===== src/rtl/pipe_hazard_ctrl_pkg.sv =====
// Shared pipeline definitions for the hazard/forwarding controller.
//   PKG_XLEN / PKG_REG_AW : default datapath and register-address widths
//   EX_STG / MEM_STG      : indices of the EX and MEM stages in the tag pipe
//   hz_tag_t              : per-stage destination tag
//   tag_writes()          : "this stage will write register a" predicate
package pipe_hazard_ctrl_pkg;

  localparam int unsigned PKG_XLEN   = 32;
  localparam int unsigned PKG_REG_AW = 5;

  localparam int unsigned EX_STG  = 0;
  localparam int unsigned MEM_STG = 1;

  typedef struct packed {
    logic                  valid;
    logic                  we;
    logic [PKG_REG_AW-1:0] addr;
    logic                  is_load;
  } hz_tag_t;

  localparam int unsigned TAG_W      = $bits(hz_tag_t);
  localparam hz_tag_t     BUBBLE_TAG = '0;

  function automatic logic tag_writes(input hz_tag_t t, input logic [PKG_REG_AW-1:0] a);
    return t.valid & t.we & (t.addr == a);
  endfunction

endpackage


===== src/rtl/pipe_hazard_ctrl_fwd_sel.sv =====
// One decode operand mux: picks the youngest in-flight producer of rs_addr,
// or the register-file value when nothing in flight writes it.
//   rs_addr    : source register address
//   rs_re      : read enable (disabled reads and x0 return zero)
//   tag_vec    : STAGES packed hz_tag_t, stage 0 (EX) in the LSBs
//   stage_data : STAGES result words, stage 0 in the LSBs
//   rf_data    : register-file read data for this port
//   operand    : forwarded operand
module pipe_hazard_ctrl_fwd_sel
  import pipe_hazard_ctrl_pkg::*;
#(
  parameter int unsigned XLEN   = PKG_XLEN,
  parameter int unsigned REG_AW = PKG_REG_AW,
  parameter int unsigned STAGES = 3
) (
  input  logic [REG_AW-1:0]       rs_addr,
  input  logic                    rs_re,
  input  logic [STAGES*TAG_W-1:0] tag_vec,
  input  logic [STAGES*XLEN-1:0]  stage_data,
  input  logic [XLEN-1:0]         rf_data,
  output logic [XLEN-1:0]         operand
);

  hz_tag_t t;
  logic    hit;
  // is_load only steers the parent's stage-data mux; it is irrelevant here.
  logic    unused_is_load;

  always_comb begin
    operand        = rf_data;
    hit            = 1'b0;
    t              = BUBBLE_TAG;
    unused_is_load = 1'b0;
    for (int unsigned k = 0; k < STAGES; k++) begin
      t              = tag_vec[k*TAG_W +: TAG_W];
      unused_is_load = unused_is_load ^ t.is_load;
      // Scan youngest first and latch on the first hit.
      if (!hit && tag_writes(t, rs_addr)) begin
        operand = stage_data[k*XLEN +: XLEN];
        hit     = 1'b1;
      end
    end
    if (!rs_re || rs_addr == '0) begin
      operand = '0;
    end
  end

endmodule


===== src/rtl/pipe_hazard_ctrl.sv =====
// Hazard and forwarding controller for the in-order pipeline.
// Tracks destination tags through STAGES post-decode stages (EX..WB),
// forwards the youngest matching result to NUM_RS decode read ports,
// stalls ID on load-use, applies flushes and drives register writeback.
//   clk, rst         : clock, synchronous active-low reset
//   id_*             : decode-stage instruction (sources, destination, load)
//   rf_rdata         : register-file read data, port 0 in LSBs
//   ex_result        : combinational EX result of the stage-0 tag
//   mem_load_data    : load data while the stage-1 tag is a load
//   flush, ext_stall : branch kill of ID+EX, whole-pipe freeze
//   id_rs_data       : forwarded operands, id_ready : ID advances
//   wb_we/addr/data  : register-file write port
//   lu_stall_cnt, flush_cnt : saturating event counters
module pipe_hazard_ctrl
  import pipe_hazard_ctrl_pkg::*;
#(
  parameter int unsigned XLEN   = PKG_XLEN,
  parameter int unsigned REG_AW = PKG_REG_AW,
  parameter int unsigned NUM_RS = 2,
  parameter int unsigned STAGES = 3,
  parameter int unsigned CNT_W  = 16
) (
  input  logic                     clk,
  input  logic                     rst,
  input  logic                     id_valid,
  input  logic [NUM_RS-1:0]        id_rs_re,
  input  logic [NUM_RS*REG_AW-1:0] id_rs_addr,
  input  logic [NUM_RS*XLEN-1:0]   rf_rdata,
  input  logic                     id_rd_we,
  input  logic [REG_AW-1:0]        id_rd_addr,
  input  logic                     id_is_load,
  input  logic [XLEN-1:0]          ex_result,
  input  logic [XLEN-1:0]          mem_load_data,
  input  logic                     flush,
  input  logic                     ext_stall,
  output logic [NUM_RS*XLEN-1:0]   id_rs_data,
  output logic                     id_ready,
  output logic                     wb_we,
  output logic [REG_AW-1:0]        wb_addr,
  output logic [XLEN-1:0]          wb_data,
  output logic [CNT_W-1:0]         lu_stall_cnt,
  output logic [CNT_W-1:0]         flush_cnt
);

  hz_tag_t [STAGES-1:0]  tag_q;
  logic [XLEN-1:0]       data_q [1:STAGES-1];
  logic [STAGES*XLEN-1:0] stage_data;
  hz_tag_t               id_tag;
  logic                  lu;

  always_comb begin
    id_tag         = BUBBLE_TAG;
    id_tag.valid   = 1'b1;
    id_tag.we      = id_rd_we;
    id_tag.addr    = id_rd_addr;
    id_tag.is_load = id_is_load;
  end

  // Effective result per stage. A load in MEM delivers mem_load_data instead
  // of the address held in D[1]; this one view feeds forwarding, the D[k]
  // shift and writeback so all three agree.
  always_comb begin
    stage_data = '0;
    stage_data[EX_STG*XLEN +: XLEN] = ex_result;
    for (int unsigned k = 1; k < STAGES; k++) begin
      stage_data[k*XLEN +: XLEN] = data_q[k];
    end
    if (tag_q[MEM_STG].is_load) begin
      stage_data[MEM_STG*XLEN +: XLEN] = mem_load_data;
    end
  end

  always_comb begin
    lu = 1'b0;
    for (int unsigned i = 0; i < NUM_RS; i++) begin
      if (id_valid && id_rs_re[i] && tag_q[EX_STG].is_load &&
          id_rs_addr[i*REG_AW +: REG_AW] != '0 &&
          tag_writes(tag_q[EX_STG], id_rs_addr[i*REG_AW +: REG_AW])) begin
        lu = 1'b1;
      end
    end
  end

  assign id_ready = !lu && !ext_stall;

  always_ff @(posedge clk) begin
    if (!rst) begin
      tag_q        <= '0;
      lu_stall_cnt <= '0;
      flush_cnt    <= '0;
      for (int unsigned k = 1; k < STAGES; k++) begin
        data_q[k] <= '0;
      end
    end else begin
      if (!ext_stall) begin
        for (int unsigned k = 2; k < STAGES; k++) begin
          tag_q[k]  <= tag_q[k-1];
          data_q[k] <= stage_data[(k-1)*XLEN +: XLEN];
        end
        // A taken branch kills both the ID and the EX instruction.
        tag_q[MEM_STG]  <= flush ? BUBBLE_TAG : tag_q[EX_STG];
        data_q[MEM_STG] <= ex_result;
        tag_q[EX_STG]   <= (id_valid && !lu && !flush) ? id_tag : BUBBLE_TAG;
        if (lu && lu_stall_cnt != '1) begin
          lu_stall_cnt <= lu_stall_cnt + 1'b1;
        end
      end
      // Flushes are counted even while frozen; the owner re-issues them.
      if (flush && flush_cnt != '1) begin
        flush_cnt <= flush_cnt + 1'b1;
      end
    end
  end

  assign wb_we   = tag_q[STAGES-1].valid && tag_q[STAGES-1].we &&
                   tag_q[STAGES-1].addr != '0 && !ext_stall;
  assign wb_addr = tag_q[STAGES-1].addr;
  assign wb_data = stage_data[(STAGES-1)*XLEN +: XLEN];

  for (genvar i = 0; i < NUM_RS; i++) begin : g_fwd
    pipe_hazard_ctrl_fwd_sel #(
      .XLEN  (XLEN),
      .REG_AW(REG_AW),
      .STAGES(STAGES)
    ) u_fwd (
      .rs_addr   (id_rs_addr[i*REG_AW +: REG_AW]),
      .rs_re     (id_rs_re[i]),
      .tag_vec   (tag_q),
      .stage_data(stage_data),
      .rf_data   (rf_rdata[i*XLEN +: XLEN]),
      .operand   (id_rs_data[i*XLEN +: XLEN])
    );
  end

endmodule

===== config.mk =====
export PLATFORM = sky130hd
export DESIGN_NAME = pipe_hazard_ctrl
export DESIGN_NICKNAME = d
export VERILOG_FILES = /design/src/rtl/pipe_hazard_ctrl_pkg.sv /design/src/rtl/pipe_hazard_ctrl_fwd_sel.sv /design/src/rtl/pipe_hazard_ctrl.sv
export SDC_FILE = /design/constraint.sdc
export NUM_CORES = 1
export LEC_CHECK = 0
export BUFFER_PORTS_ARGS = -buffer_cell sky130_fd_sc_hd__buf_4
export CAP_MARGIN = 10
export CORE_UTILIZATION = 45
export DETAILED_ROUTE_END_ITERATION = 7
export GPL_TIMING_DRIVEN = 1
export PLACE_DENSITY_LB_ADDON = 0.08
export SLEW_MARGIN = 20
export SYNTH_ARGS = -nofsm -noshare
export SYNTH_HDL_FRONTEND = slang
export SYNTH_SLANG_ARGS = --single-unit
export TNS_END_PERCENT = 10

===== constraint.sdc =====
create_clock -name clk -period 4.3 [get_ports clk]
set_input_delay 0.215 -clock clk [delete_from_list [all_inputs] [get_ports clk]]
set_output_delay 0.215 -clock clk [all_outputs]
set_load 0.02 [all_outputs]

==> Flow_metrics.wiki, run 1 <==
{| class="wikitable"
! Metric !! Value
|-
| Run status || complete, no violations
|-
| CP endpoint || id_rs_data[62]
|-
| Final Power || 3.14 mW
|-
| Total number of H-tree levels || 4
|-
| Max-Slew Margin vs Limit || 27.7%
|-
| Hold Crit Class || input pin to flop
|-
| CP Data Arrival Time || 3210 ps
|-
| Leak Pwr || 4.21 nW
|-
| Clock latency on the worst-skew pair || 410 ps
|-
| Final Slew Violations || 0
|-
| Effective utilization at floorplan || 46.1%
|-
| Switching power share of the total || 25.1%
|-
| Number of nets in the layout || 1252
|-
| Total Negative Setup Slacks || 0 ps
|-
| Depth of the worst register-to-register path || 6
|-
| Fraction of power consumed by sequential logic || 40.9%
|-
| Remaining antenna violation count || 0
|-
| Largest cells by area after synthesis || sky130_fd_sc_hd__edfxtp_1 (25%), sky130_fd_sc_hd__dfxtp_1 (14%), sky130_fd_sc_hd__nor2_1 (5.7%), sky130_fd_sc_hd__and2_1 (5.7%), sky130_fd_sc_hd__mux2_2 (4.7%)
|-
| Reg-to-reg slack, setup || 2110 ps
|-
| TritonCTS clock tree || done
|-
| Share of synthesized area occupied by flip-flops and latches || 39.7%
|-
| Max Fanout on Critical Path || 34
|-
| Total congestion overflow || 0
|-
| Maximum resistive drop on vdd || 280 µV
|-
| Launch point of the worst path || tag_q[4]
|-
| Most frequently used cell type in the post-synthesis netlist || sky130_fd_sc_hd__nor2_1
|-
| Ys async rst share || 0%
|-
| Post-layout instance count excluding filler cells || 1331
|-
| Longest Clk Path Bufs || 2
|-
| Summed instance area of the synthesized netlist || 7610 µm²
|-
| # diodes || 0
|-
| Detailed Place HPWL || 17.6 mm
|-
| Number of vias in the routed layout || 7473
|-
| Number of cells on the critical path || 9
|-
| Placement row count || 47
|-
| Final worst slack || 875 ps
|-
| Shortest clock period the worst path allows after layout || 3430 ps
|-
| Per-cell routed wire length || 18.7 µm
|-
| Layout overhead on the synthesized area || 34.9%
|-
| Buffer type at the clock tree root || sky130_fd_sc_hd__clkbuf_16
|-
| Total DRC errors in the routed layout || 0
|-
| Synthesized area divided by synthesized cell count || 8.70 µm²
|-
| Worst endpoint required time || 4090 ps
|-
| Final cycle utilization of the critical path || 79.7%
|-
| Wirelength, routed || 24.9 mm
|-
| Area occupied by multi-input gates || 4060 µm²
|-
| Fin Clk Skew || 5.32 ps
|-
| Total setup violations reported at the end of the flow || 0
|-
| CP max stage cell || sky130_fd_sc_hd__nor2b_2
|-
| Antenna violations before repair || 0
|-
| Category of the worst setup path capture point || output pin
|-
| List of most frequent post-synthesis cells || sky130_fd_sc_hd__nor2_1 (116), sky130_fd_sc_hd__nand2_1 (86), sky130_fd_sc_hd__and2_1 (69)
|-
| Upper clock frequency limit || 292 MHz
|-
| Clk network pwr share || 44.2%
|-
| Die span in x || 132 µm
|-
| Via count of the first global-routing pass || 7178
|-
| Fin Hold WS || 21.1 ps
|-
| Synth cell types || 56
|-
| Startpoint type of the worst setup path || flop
|-
| Maximum single-stage delay on the critical path || 580 ps
|-
| Post-layout util || 62.1%
|-
| Sequence of cells on the critical path || xor2_1 > nor4_4 > and2_1 > buf_4 > nor2b_2 > buf_4 > o21ai_1 > a311oi_1 > buf_4
|-
| Global-route wire length before repair || 39.4 mm
|-
| Layout filler cell count || 1476
|-
| Cell type contributing the most total cell area after synthesis || sky130_fd_sc_hd__edfxtp_1
|-
| Endpoint of the worst register-to-register path || lu_stall_cnt[15]
|-
| Slew at the pin closest to its max-slew limit || 1080 ps
|-
| Gates resized, CTS repair || 0
|-
| Total instance count after detailed placement || 1297
|-
| Overall track demand over capacity in global routing || 28.6%
|-
| Area of all placed cells without fillers || 10300 µm²
|-
| Total die area || 17400 µm²
|-
| Number of search-and-repair iterations in the first detailed-routing pass || 5
|-
| Worst Setup Path Type || flop to output pin
|-
| Int Pwr || 2.35 mW
|-
| Number of primary I/O pins || 287
|-
| Synthesized instance count || 875
|-
| Routed via count divided by cell count || 5.61
|-
| First-iteration detailed-routing DRC count || 470
|-
| Total of flip-flops plus latches after synthesis || 119
|-
| Number of buffers inserted to repair setup after CTS || 0
|-
| Number of I/O port buffers || 286
|-
| Number of enable-type register cells in the synthesized netlist || 64
|-
| Mapped Nets || 1029
|-
| Total of max-cap violations || 0
|-
| Count of yosys warnings during synthesis || 0
|-
| CP bufs+invs || 3
|-
| Area used by sequential logic in the layout || 3020 µm²
|-
| Die Height || 132 µm
|-
| Dominant delay contributor by cell family on the critical path || simple AND/OR/NAND/NOR gates
|-
| Psw || 788 µW
|-
| Number of endpoints with negative hold slack in the final report || 0
|-
| Area share of the largest cell type after synthesis || 25.2%
|-
| TritonCTS Buffers || 17
|-
| Hold Buf Count CTS || 2
|-
| Placement-stage cell area || 9670 µm²
|-
| Combinational power share || 14.9%
|-
| Share of layout cells above drive strength 1 || 34.9%
|-
| Post-synth top flop || sky130_fd_sc_hd__edfxtp_1
|-
| Power density normalized to cell area || 306 nW/µm²
|-
| RD Place Congestion || 0.904
|-
| CTS clk-pin slew, worst paths || 50 ps
|-
| Cell occurring most often along the worst timing path || sky130_fd_sc_hd__buf_4
|-
| CTS sink cnt || 119
|-
| Setup repair after global routing missed its margin || no
|-
| Worst flop-to-flop path startpoint || tag_q[1]
|-
| Placeable Area || 16500 µm²
|-
| Placement Setup Slack || 1290 ps
|-
| Maximum number of pins on one net before global-route repair || 51
|}
## sequential cells by signal, summed over array words and instances, names as in the netlist
name / flops
wb_addr: 5
lu_stall_cnt: 16
data_q: 64
flush_cnt: 16
tag_q: 18
## worst min path at each step
stage / from / to / slack (ps) / cells past startpoint
floorplan: id_is_load / tag_q[0] / 340 / 1
global placement: id_is_load / tag_q[0] / 430 / 2
detailed placement: id_is_load / tag_q[0] / 430 / 2
CTS: id_rd_addr[3] / tag_q[4] / 7 / 2
global route: id_rd_addr[3] / tag_q[4] / 10 / 2
finish: id_rd_addr[3] / tag_q[4] / 20 / 2
## metal layers
layer / track usage [%] / up-vias / wire (µm)
met5: 0 / - / 0
met4: 11.1 / 0 / 546
met3: 5.81 / 34 / 1940
met2: 48.0 / 335 / 12200
met1: 36.2 / 3553 / 10300
li1: - / 3551 / -
## cells in the final DEF (no fill, tap or decap), types with 8 or more instances in the layout
cell type and count:
sky130_fd_sc_hd__buf_4 303, sky130_fd_sc_hd__nor2_1 114, sky130_fd_sc_hd__nand2_1 86, sky130_fd_sc_hd__and2_1 69, sky130_fd_sc_hd__edfxtp_1 64, sky130_fd_sc_hd__o21ai_0 62, sky130_fd_sc_hd__dfxtp_1 54, sky130_fd_sc_hd__xnor2_1 33
sky130_fd_sc_hd__a211oi_1 33, sky130_fd_sc_hd__mux2_2 32, sky130_fd_sc_hd__a311oi_1 32, sky130_fd_sc_hd__a22oi_1 32, sky130_fd_sc_hd__clkbuf_16 19, sky130_fd_sc_hd__a21oi_1 18, sky130_fd_sc_hd__nand3_1 15, sky130_fd_sc_hd__xor2_1 11
sky130_fd_sc_hd__mux2i_1 10, sky130_fd_sc_hd__nand4_1 9, sky130_fd_sc_hd__inv_1 8, sky130_fd_sc_hd__nor3b_1 8
## cell families (layout without fill, tap and decap cells)
kind of cell / count (synthesis) / count (layout) / share of synthesized area (%)
xor gates and xnor gates: 45 / 45 / 5.27
adders and majority gates: 2 / 2 / 0.329
muxes: 42 / 42 / 6.05
AOI/OAI and AO/OA: 209 / 209 / 18.7
buffers and inverters: 110 / 346 / 7.59
and+or+nand+nor: 348 / 348 / 22.4
DFF: 119 / 119 / 39.7
## power groups by stage
stage          logic [mW]  clock network, mW  registers (mW)
6_report            0.469               1.39            1.29
5_1_grt             0.500               1.45            1.29
4_1_cts             0.470               1.41            1.29
3_5_place_dp        0.467                  0            1.31
3_3_place_gp        0.465                  0            1.31
2_1_floorplan       0.247                  0            1.30
## cell type report
| type | count | area share, % |
|---|---|---|
| Inverter | 9 | 0.329 |
| Timing Repair Buffer | 305 | 22.3 |
| Clock buffer | 20 | 4.76 |
| Multi-Input combinational cell | 646 | 39.5 |
| Tap cell | 220 | 2.68 |
| Clock inverter | 12 | 0.926 |
| Sequential cell | 119 | 29.4 |
Power figures use the tool's default switching activity.
==> run 2: changes to the inputs <==
ABC_AREA = 1   (was default)
clock period = 3 ns   (was 4.3 ns; I/O delays follow)
==> Flow_metrics.wiki, run 2 <==
{| class="wikitable"
! Metric !! Value
|-
| Area share of the largest cell type after synthesis || 20.6%
|-
| Most frequently used cell type in the post-synthesis netlist || sky130_fd_sc_hd__nand2_1
|-
| Overall track demand over capacity in global routing || 29.4%
|-
| CTS sink cnt || 119
|-
| Number of primary I/O pins || 287
|-
| CP Data Arrival Time || 2730 ps
|-
| Max Fanout on Critical Path || 33
|-
| Number of nets in the layout || 1788
|-
| Startpoint type of the worst setup path || flop
|-
| Final Slew Violations || 0
|-
| Power density normalized to cell area || 397 nW/µm²
|-
| Count of yosys warnings during synthesis || 0
|-
| Summed instance area of the synthesized netlist || 9320 µm²
|-
| Fraction of power consumed by sequential logic || 39.3%
|-
| CTS clk-pin slew, worst paths || 60 ps
|-
| Worst flop-to-flop path startpoint || flush_cnt[1]
|-
| Worst endpoint required time || 2850 ps
|-
| Clk network pwr share || 43.6%
|-
| Share of layout cells above drive strength 1 || 26.1%
|-
| Final worst slack || 117 ps
|-
| Adder and majority cell fraction of the synthesized area || 0.268%
|-
| Upper clock frequency limit || 347 MHz
|-
| Synth cell types || 38
|-
| Share of the synthesized area in compound gates (AO/OA/AOI/OAI) || 6.49%
|-
| Mapped Nets || 1573
|-
| Number of I/O port buffers || 286
|-
| Per-cell routed wire length || 16.4 µm
|-
| Number of cells on the critical path || 11
|-
| Largest cells by area after synthesis || sky130_fd_sc_hd__edfxtp_1 (21%), sky130_fd_sc_hd__nand2_1 (14%), sky130_fd_sc_hd__dfxtp_1 (12%), sky130_fd_sc_hd__nor2_1 (10%), sky130_fd_sc_hd__nand3_1 (7.8%)
|-
| Int Pwr || 3.35 mW
|-
| Largest register by flop count || data_q
|-
| Psw || 1.33 mW
|-
| Slew at the pin closest to its max-slew limit || 808 ps
|-
| Synthesized instance count || 1419
|-
| Share of synthesized area occupied by flip-flops and latches || 32.4%
|-
| Placeable Area || 20300 µm²
|-
| Hold Crit Class || input pin to flop
|-
| Ys async rst share || 0%
|-
| Longest Clk Path Bufs || 2
|-
| Number of search-and-repair iterations in the first detailed-routing pass || 5
|-
| Number of vias in the routed layout || 9919
|-
| Remaining antenna violation count || 0
|-
| First-iteration detailed-routing DRC count || 606
|-
| Global-route wire length before repair || 49.5 mm
|-
| Synthesized area divided by synthesized cell count || 6.57 µm²
|-
| Total number of H-tree levels || 4
|-
| Post-synth top flop || sky130_fd_sc_hd__edfxtp_1
|-
| Total congestion overflow || 0
|-
| Clock latency on the worst-skew pair || 420 ps
|-
| Placement row count || 52
|-
| Cell type contributing the most total cell area after synthesis || sky130_fd_sc_hd__edfxtp_1
|-
| List of most frequent post-synthesis cells || sky130_fd_sc_hd__nand2_1 (357), sky130_fd_sc_hd__nor2_1 (250), sky130_fd_sc_hd__nand3_1 (145)
|-
| Total DRC errors in the routed layout || 0
|-
| Area used by sequential logic in the layout || 3020 µm²
|-
| Layout filler cell count || 2108
|-
| CP bufs+invs || 2
|-
| CP max stage cell || sky130_fd_sc_hd__dfxtp_1
|-
| Number of endpoints with negative hold slack in the final report || 0
|-
| Switching power share of the total || 28.5%
|-
| Top library cells by usage in the layout, fill and taps aside || sky130_fd_sc_hd__nand2_1 (355), sky130_fd_sc_hd__buf_4 (305), sky130_fd_sc_hd__nor2_1 (250)
|-
| Xor and xnor fraction of the mapped netlist area || 1.41%
|-
| Total setup violations reported at the end of the flow || 0
|-
| Depth of the worst register-to-register path || 11
|-
| Via count of the first global-routing pass || 9274
|-
| Total of flip-flops plus latches after synthesis || 119
|-
| Placement Setup Slack || 588 ps
|-
| TritonCTS Buffers || 17
|-
| Run status || complete, no violations
|-
| Endpoint of the worst register-to-register path || flush_cnt[11]
|-
| Most frequent standard cell in the layout excluding fill and tap cells || sky130_fd_sc_hd__nand2_1
|-
| Effective utilization at floorplan || 45.9%
|-
| Sequence of cells on the critical path || xnor2_1 > nand2_1 > nor2_2 > nand2_4 > nand2_2 > inv_4 > nand2_4 > nand2_1 > nor2_1 > nor2_1 > buf_4
|-
| Die span in x || 146 µm
|-
| Category of the worst setup path capture point || output pin
|-
| Dominant delay contributor by cell family on the critical path || simple AND/OR/NAND/NOR gates
|-
| Number of enable-type register cells in the synthesized netlist || 64
|-
| Registers with the most flip-flops || data_q x64, tag_q x18
|-
| # diodes || 0
|-
| CP endpoint || id_rs_data[62]
|-
| Maximum resistive drop on vdd || 449 µV
|-
| Max FFs per register || 64
|-
| Number of buffers inserted to repair setup after CTS || 0
|-
| Fin Clk Skew || 6.66 ps
|-
| Setup repair after global routing missed its margin || no
|-
| RD Place Congestion || 0.882
|-
| Launch point of the worst path || tag_q[4]
|-
| Total die area || 21300 µm²
|-
| Leak Pwr || 6.02 nW
|-
| Final cycle utilization of the critical path || 96.1%
|-
| Dominant combinational cell family by area after synthesis || simple AND/OR/NAND/NOR gates
|-
| Antenna violations before repair || 2
|-
| Wirelength, routed || 31.5 mm
|-
| Reg-to-reg slack, setup || 900 ps
|-
| Simple-gate area share of the yosys netlist || 43.9%
|-
| Shortest clock period the worst path allows after layout || 2880 ps
|-
| Worst Setup Path Type || flop to output pin
|-
| Maximum single-stage delay on the critical path || 450 ps
|-
| Combinational power share || 17.1%
|-
| Max-Slew Margin vs Limit || 45.9%
|-
| Final Power || 4.68 mW
|-
| Multiplexer share of the synthesized area || 0%
|-
| Total of max-cap violations || 0
|-
| Buffer type at the clock tree root || sky130_fd_sc_hd__clkbuf_16
|-
| Total Negative Setup Slacks || 0 ps
|-
| Layout overhead on the synthesized area || 26.5%
|-
| Area occupied by multi-input gates || 4870 µm²
|-
| Die Height || 146 µm
|-
| Routed via count divided by cell count || 5.17
|-
| Maximum number of pins on one net before global-route repair || 57
|-
| Detailed Place HPWL || 22.4 mm
|-
| TritonCTS clock tree || done
|}
-- run 2: cell count changes after synthesis, sizes merged, moves of 35 or more --
cell,before,now
nand2,86,364
nand3,16,169
nor2,117,258
buf,49,91
a211oi,35,0
and2,70,0
inv,9,158
-- run 2: final cells by class --
class                   count  share of cell area (%)
multi-input cells        1024                    41.3
flip-flops and latches    119                    25.6
repair buffers            313                    20.2
inverters                 159                    5.09
clock buffers              18                    3.82
well taps                 270                    2.86
clock inverters            14                    1.15
-- run 2: worst min-delay path by stage --
| stage | start | endpoint | slack, ps | cells after the start |
|---|---|---|---|---|
| finish | ex_result[4] | data_q[1][4] | 50 | 3 |
| global route | flush | tag_q[9] | 40 | 2 |
| CTS | flush | tag_q[13] | 40 | 2 |
| detailed placement | id_rd_we | tag_q[6] | 370 | 3 |
| global placement | id_rd_we | tag_q[6] | 370 | 3 |
| floorplan | id_rd_addr[3] | tag_q[4] | 280 | 2 |
-- run 2: power by group through the flow --
stage / registers, mW / logic [mW] / clock network (mW)
CTS: 1.84 / 0.800 / 2.06
detailed placement: 1.88 / 0.790 / 0
finish: 1.84 / 0.801 / 2.04
global placement: 1.87 / 0.789 / 0
global route: 1.85 / 0.866 / 2.13
floorplan: 1.86 / 0.437 / 0
-- run 2: worst register-to-register path, cell delays in order, from the launching register on --
cell and delay (ps):
sky130_fd_sc_hd__dfxtp_1 400, sky130_fd_sc_hd__ha_1 200, sky130_fd_sc_hd__nand2_1 60, sky130_fd_sc_hd__inv_1 70
sky130_fd_sc_hd__nand2_1 80, sky130_fd_sc_hd__nor2_1 190, sky130_fd_sc_hd__nand3_1 90, sky130_fd_sc_hd__nand2_1 410
sky130_fd_sc_hd__inv_1 250, sky130_fd_sc_hd__nand3_1 120, sky130_fd_sc_hd__nand2_1 50, sky130_fd_sc_hd__a21oi_1 130
-- run 2: layer usage --
| layer | wire length (µm) | track usage (%) | part of all wire (%) | up-vias |
|---|---|---|---|---|
| met3 | 2790 | 7.27 | 8.9 | 56 |
| li1 | - | - | - | 4907 |
| met4 | 922 | 11.4 | 2.9 | 4 |
| met1 | 13000 | 36.8 | 41 | 4549 |
| met5 | 25 | 0 | 0.079 | - |
| met2 | 14700 | 48.5 | 47 | 403 |
-- run 2: per-stage QoR --
stage | hold slack [ps] | utilization [%] | cells | cell area, µm²
6_report | 49.5 | 58.1 | 1917 | 11800
5_1_grt | 41.8 | 58.1 | 1917 | 11800
4_1_cts | 35.8 | 58.1 | 1917 | 11800
3_5_place_dp | 373 | 54.9 | 1878 | 11100
3_3_place_gp | 369 | 54.9 | 1878 | 11100
2_1_floorplan | 281 | - | 1419 | 9320
-- run 2: logic make-up after synthesis --
family                   Yosys count
flip-flops                       119
AO/OA/AOI/OAI                    113
AND/OR/NAND/NOR                  894
adder cells (fa/ha/maj)            2
XOR/XNOR                          15
buffers and inverters            276
-- run 2: repair_timing --
| item | CTS | global route |
|---|---|---|
| hold buffers | 7 | 0 |
| gates resized for setup | 0 | 1 |
| endpoints found under the setup margin | 0 | 6 |
| hold endpoints to repair | 7 | 0 |
==> run 3: changes to the inputs <==
HOLD_SLACK_MARGIN = 0.12   (was default)
SETUP_SLACK_MARGIN = 0.3   (was default)
==> Flow_metrics.wiki, run 3 (synthesis results as in run 2) <==
{| class="wikitable"
! Metric !! Value
|-
| Run status || complete, no violations
|-
| Maximum resistive drop on vdd || 373 µV
|-
| Registers with the most flip-flops || data_q x64, tag_q x18
|-
| Antenna violations before repair || 0
|-
| Layout overhead on the synthesized area || 31.9%
|-
| Routed via count divided by cell count || 5.18
|-
| CTS clk-pin slew, worst paths || 60 ps
|-
| Largest register by flop count || data_q
|-
| Number of primary I/O pins || 287
|-
| Placeable Area || 20300 µm²
|-
| CP Data Arrival Time || 2410 ps
|-
| Leak Pwr || 6.19 nW
|-
| Die Height || 146 µm
|-
| Per-cell routed wire length || 16.4 µm
|-
| TritonCTS Buffers || 17
|-
| Placement row count || 52
|-
| Setup repair after global routing missed its margin || yes
|-
| Hold Crit Class || input pin to flop
|-
| Remaining antenna violation count || 0
|-
| Layout filler cell count || 2033
|-
| Total die area || 21300 µm²
|-
| Total DRC errors in the routed layout || 0
|-
| Fin Clk Skew || 5.60 ps
|-
| Overall track demand over capacity in global routing || 29.8%
|-
| Total of max-cap violations || 0
|-
| Die span in x || 146 µm
|-
| Wirelength, routed || 32.1 mm
|-
| Post-layout instance count excluding filler cells || 1960
|-
| Most frequent standard cell in the layout excluding fill and tap cells || sky130_fd_sc_hd__nand2_1
|-
| Maximum number of pins on one net before global-route repair || 65
|-
| Slew at the pin closest to its max-slew limit || 817 ps
|-
| TritonCTS clock tree || done
|-
| Max-Slew Margin vs Limit || 45.5%
|-
| Top library cells by usage in the layout, fill and taps aside || sky130_fd_sc_hd__nand2_1 (355), sky130_fd_sc_hd__buf_4 (301), sky130_fd_sc_hd__nor2_1 (249)
|-
| Worst Setup Path Type || flop to output pin
|-
| # diodes || 0
|-
| Upper clock frequency limit || 391 MHz
|-
| Clock latency on the worst-skew pair || 420 ps
|-
| Total instance count after detailed placement || 1873
|-
| Number of search-and-repair iterations in the first detailed-routing pass || 8
|-
| Worst endpoint required time || 2850 ps
|-
| Buffer type at the clock tree root || sky130_fd_sc_hd__clkbuf_16
|-
| Area used by sequential logic in the layout || 3020 µm²
|-
| RD Place Congestion || 0.919
|-
| Max Fanout on Critical Path || 33
|-
| Number of endpoints with negative hold slack in the final report || 0
|-
| Number of vias in the routed layout || 10200
|-
| Category of the worst setup path capture point || output pin
|-
| Via count of the first global-routing pass || 9599
|-
| Area occupied by multi-input gates || 4910 µm²
|-
| Total congestion overflow || 0
|-
| Number of I/O port buffers || 286
|-
| Final cycle utilization of the critical path || 85.3%
|-
| Max FFs per register || 64
|-
| Final Slew Violations || 0
|-
| Share of layout cells above drive strength 1 || 25.6%
|-
| CTS sink cnt || 119
|-
| Detailed Place HPWL || 22.3 mm
|-
| Number of nets in the layout || 1831
|-
| Total number of H-tree levels || 4
|-
| Placement-stage cell area || 11100 µm²
|-
| Power density normalized to cell area || 384 nW/µm²
|-
| Longest Clk Path Bufs || 2
|-
| Effective utilization at floorplan || 45.9%
|-
| Total Negative Setup Slacks || 0 ps
|-
| First-iteration detailed-routing DRC count || 641
|-
| Startpoint type of the worst setup path || flop
|-
| Global-route wire length before repair || 50.5 mm
|-
| Area of all placed cells without fillers || 12300 µm²
|-
| Total setup violations reported at the end of the flow || 0
|-
| Shortest clock period the worst path allows after layout || 2560 ps
|}
-- run 3: cell count changes in the layout (fill, tap and decap cells not counted), moves of 2 or more --
cell,previous run,this run
sky130_fd_sc_hd__inv_2,12,9
sky130_fd_sc_hd__buf_12,1,3
sky130_fd_sc_hd__inv_4,2,5
sky130_fd_sc_hd__dlygate4sd3_1,7,49
sky130_fd_sc_hd__buf_4,305,301
-- run 3: final timing paths --
| kind | slack, ps | cells after the start | endpoint | start |
|---|---|---|---|---|
| min | 180 | 4 | data_q[2][0] | mem_load_data[0] |
| min reg2reg | 460 | 2 | tag_q[22] | tag_q[22] |
| max reg2reg | 470 | 9 | tag_q[2] | tag_q[6] |
| max | 440 | 11 | id_rs_data[40] | tag_q[9] |
-- run 3: cell type report --
class	count	share of cell area (%)
tap	270	2.75
clock buffer	18	3.66
inverter	159	5.02
timing repair buffer	354	22.9
sequential	119	24.6
clock inverter	14	1.12
multi-input combinational	1026	39.9
-- run 3: per-stage QoR --
stage	utilization, %	hold slack (ps)	total power [mW]	setup WS (ps)
after floorplan	-	281	2.29	1250
after global placement	54.8	379	2.66	577
after detailed placement	54.8	392	2.67	512
after CTS	60.3	167	4.74	318
after global routing	60.6	204	4.89	255
final	60.6	176	4.72	440
-- run 3: where the power goes --
| group | switching (mW) | total, mW | internal, mW |
|---|---|---|---|
| Sequential | 0.0460 | 1.84 | 1.80 |
| Combinational | 0.468 | 0.850 | 0.382 |
| Clock | 0.823 | 2.03 | 1.21 |
| Total | 1.34 | 4.72 | 3.39 |
-- run 3: worst max-delay path, cell delays in order, from the launching register on --
cell and delay [ps]:
sky130_fd_sc_hd__dfxtp_1 350, sky130_fd_sc_hd__inv_1 90, sky130_fd_sc_hd__nor2_1 120, sky130_fd_sc_hd__nor3_2 70, sky130_fd_sc_hd__nand3_4 200, sky130_fd_sc_hd__nand2_2 100, sky130_fd_sc_hd__inv_4 320, sky130_fd_sc_hd__nand2_8 250
sky130_fd_sc_hd__nand2_1 140, sky130_fd_sc_hd__nor2_1 50, sky130_fd_sc_hd__nor2_1 120, sky130_fd_sc_hd__buf_4 160
-- run 3: metal layers --
layer | vias up | part of all wire [%] | GRT usage (%)
li1 | 5013 | - | -
met1 | 4632 | 42 | 36.8
met3 | 63 | 8.5 | 6.80
met2 | 442 | 47 | 50.1
met4 | 0 | 2.9 | 12.1
met5 | - | 0 | 0
-- run 3: timing repair --
item,in CTS,in global routing
setup buffers,1,3
endpoints found under the setup margin,64,62
endpoints found under the hold margin,46,0
pin swaps,1,2
hold buffers,49,0
resized for setup,4,9
gates cloned,1,1
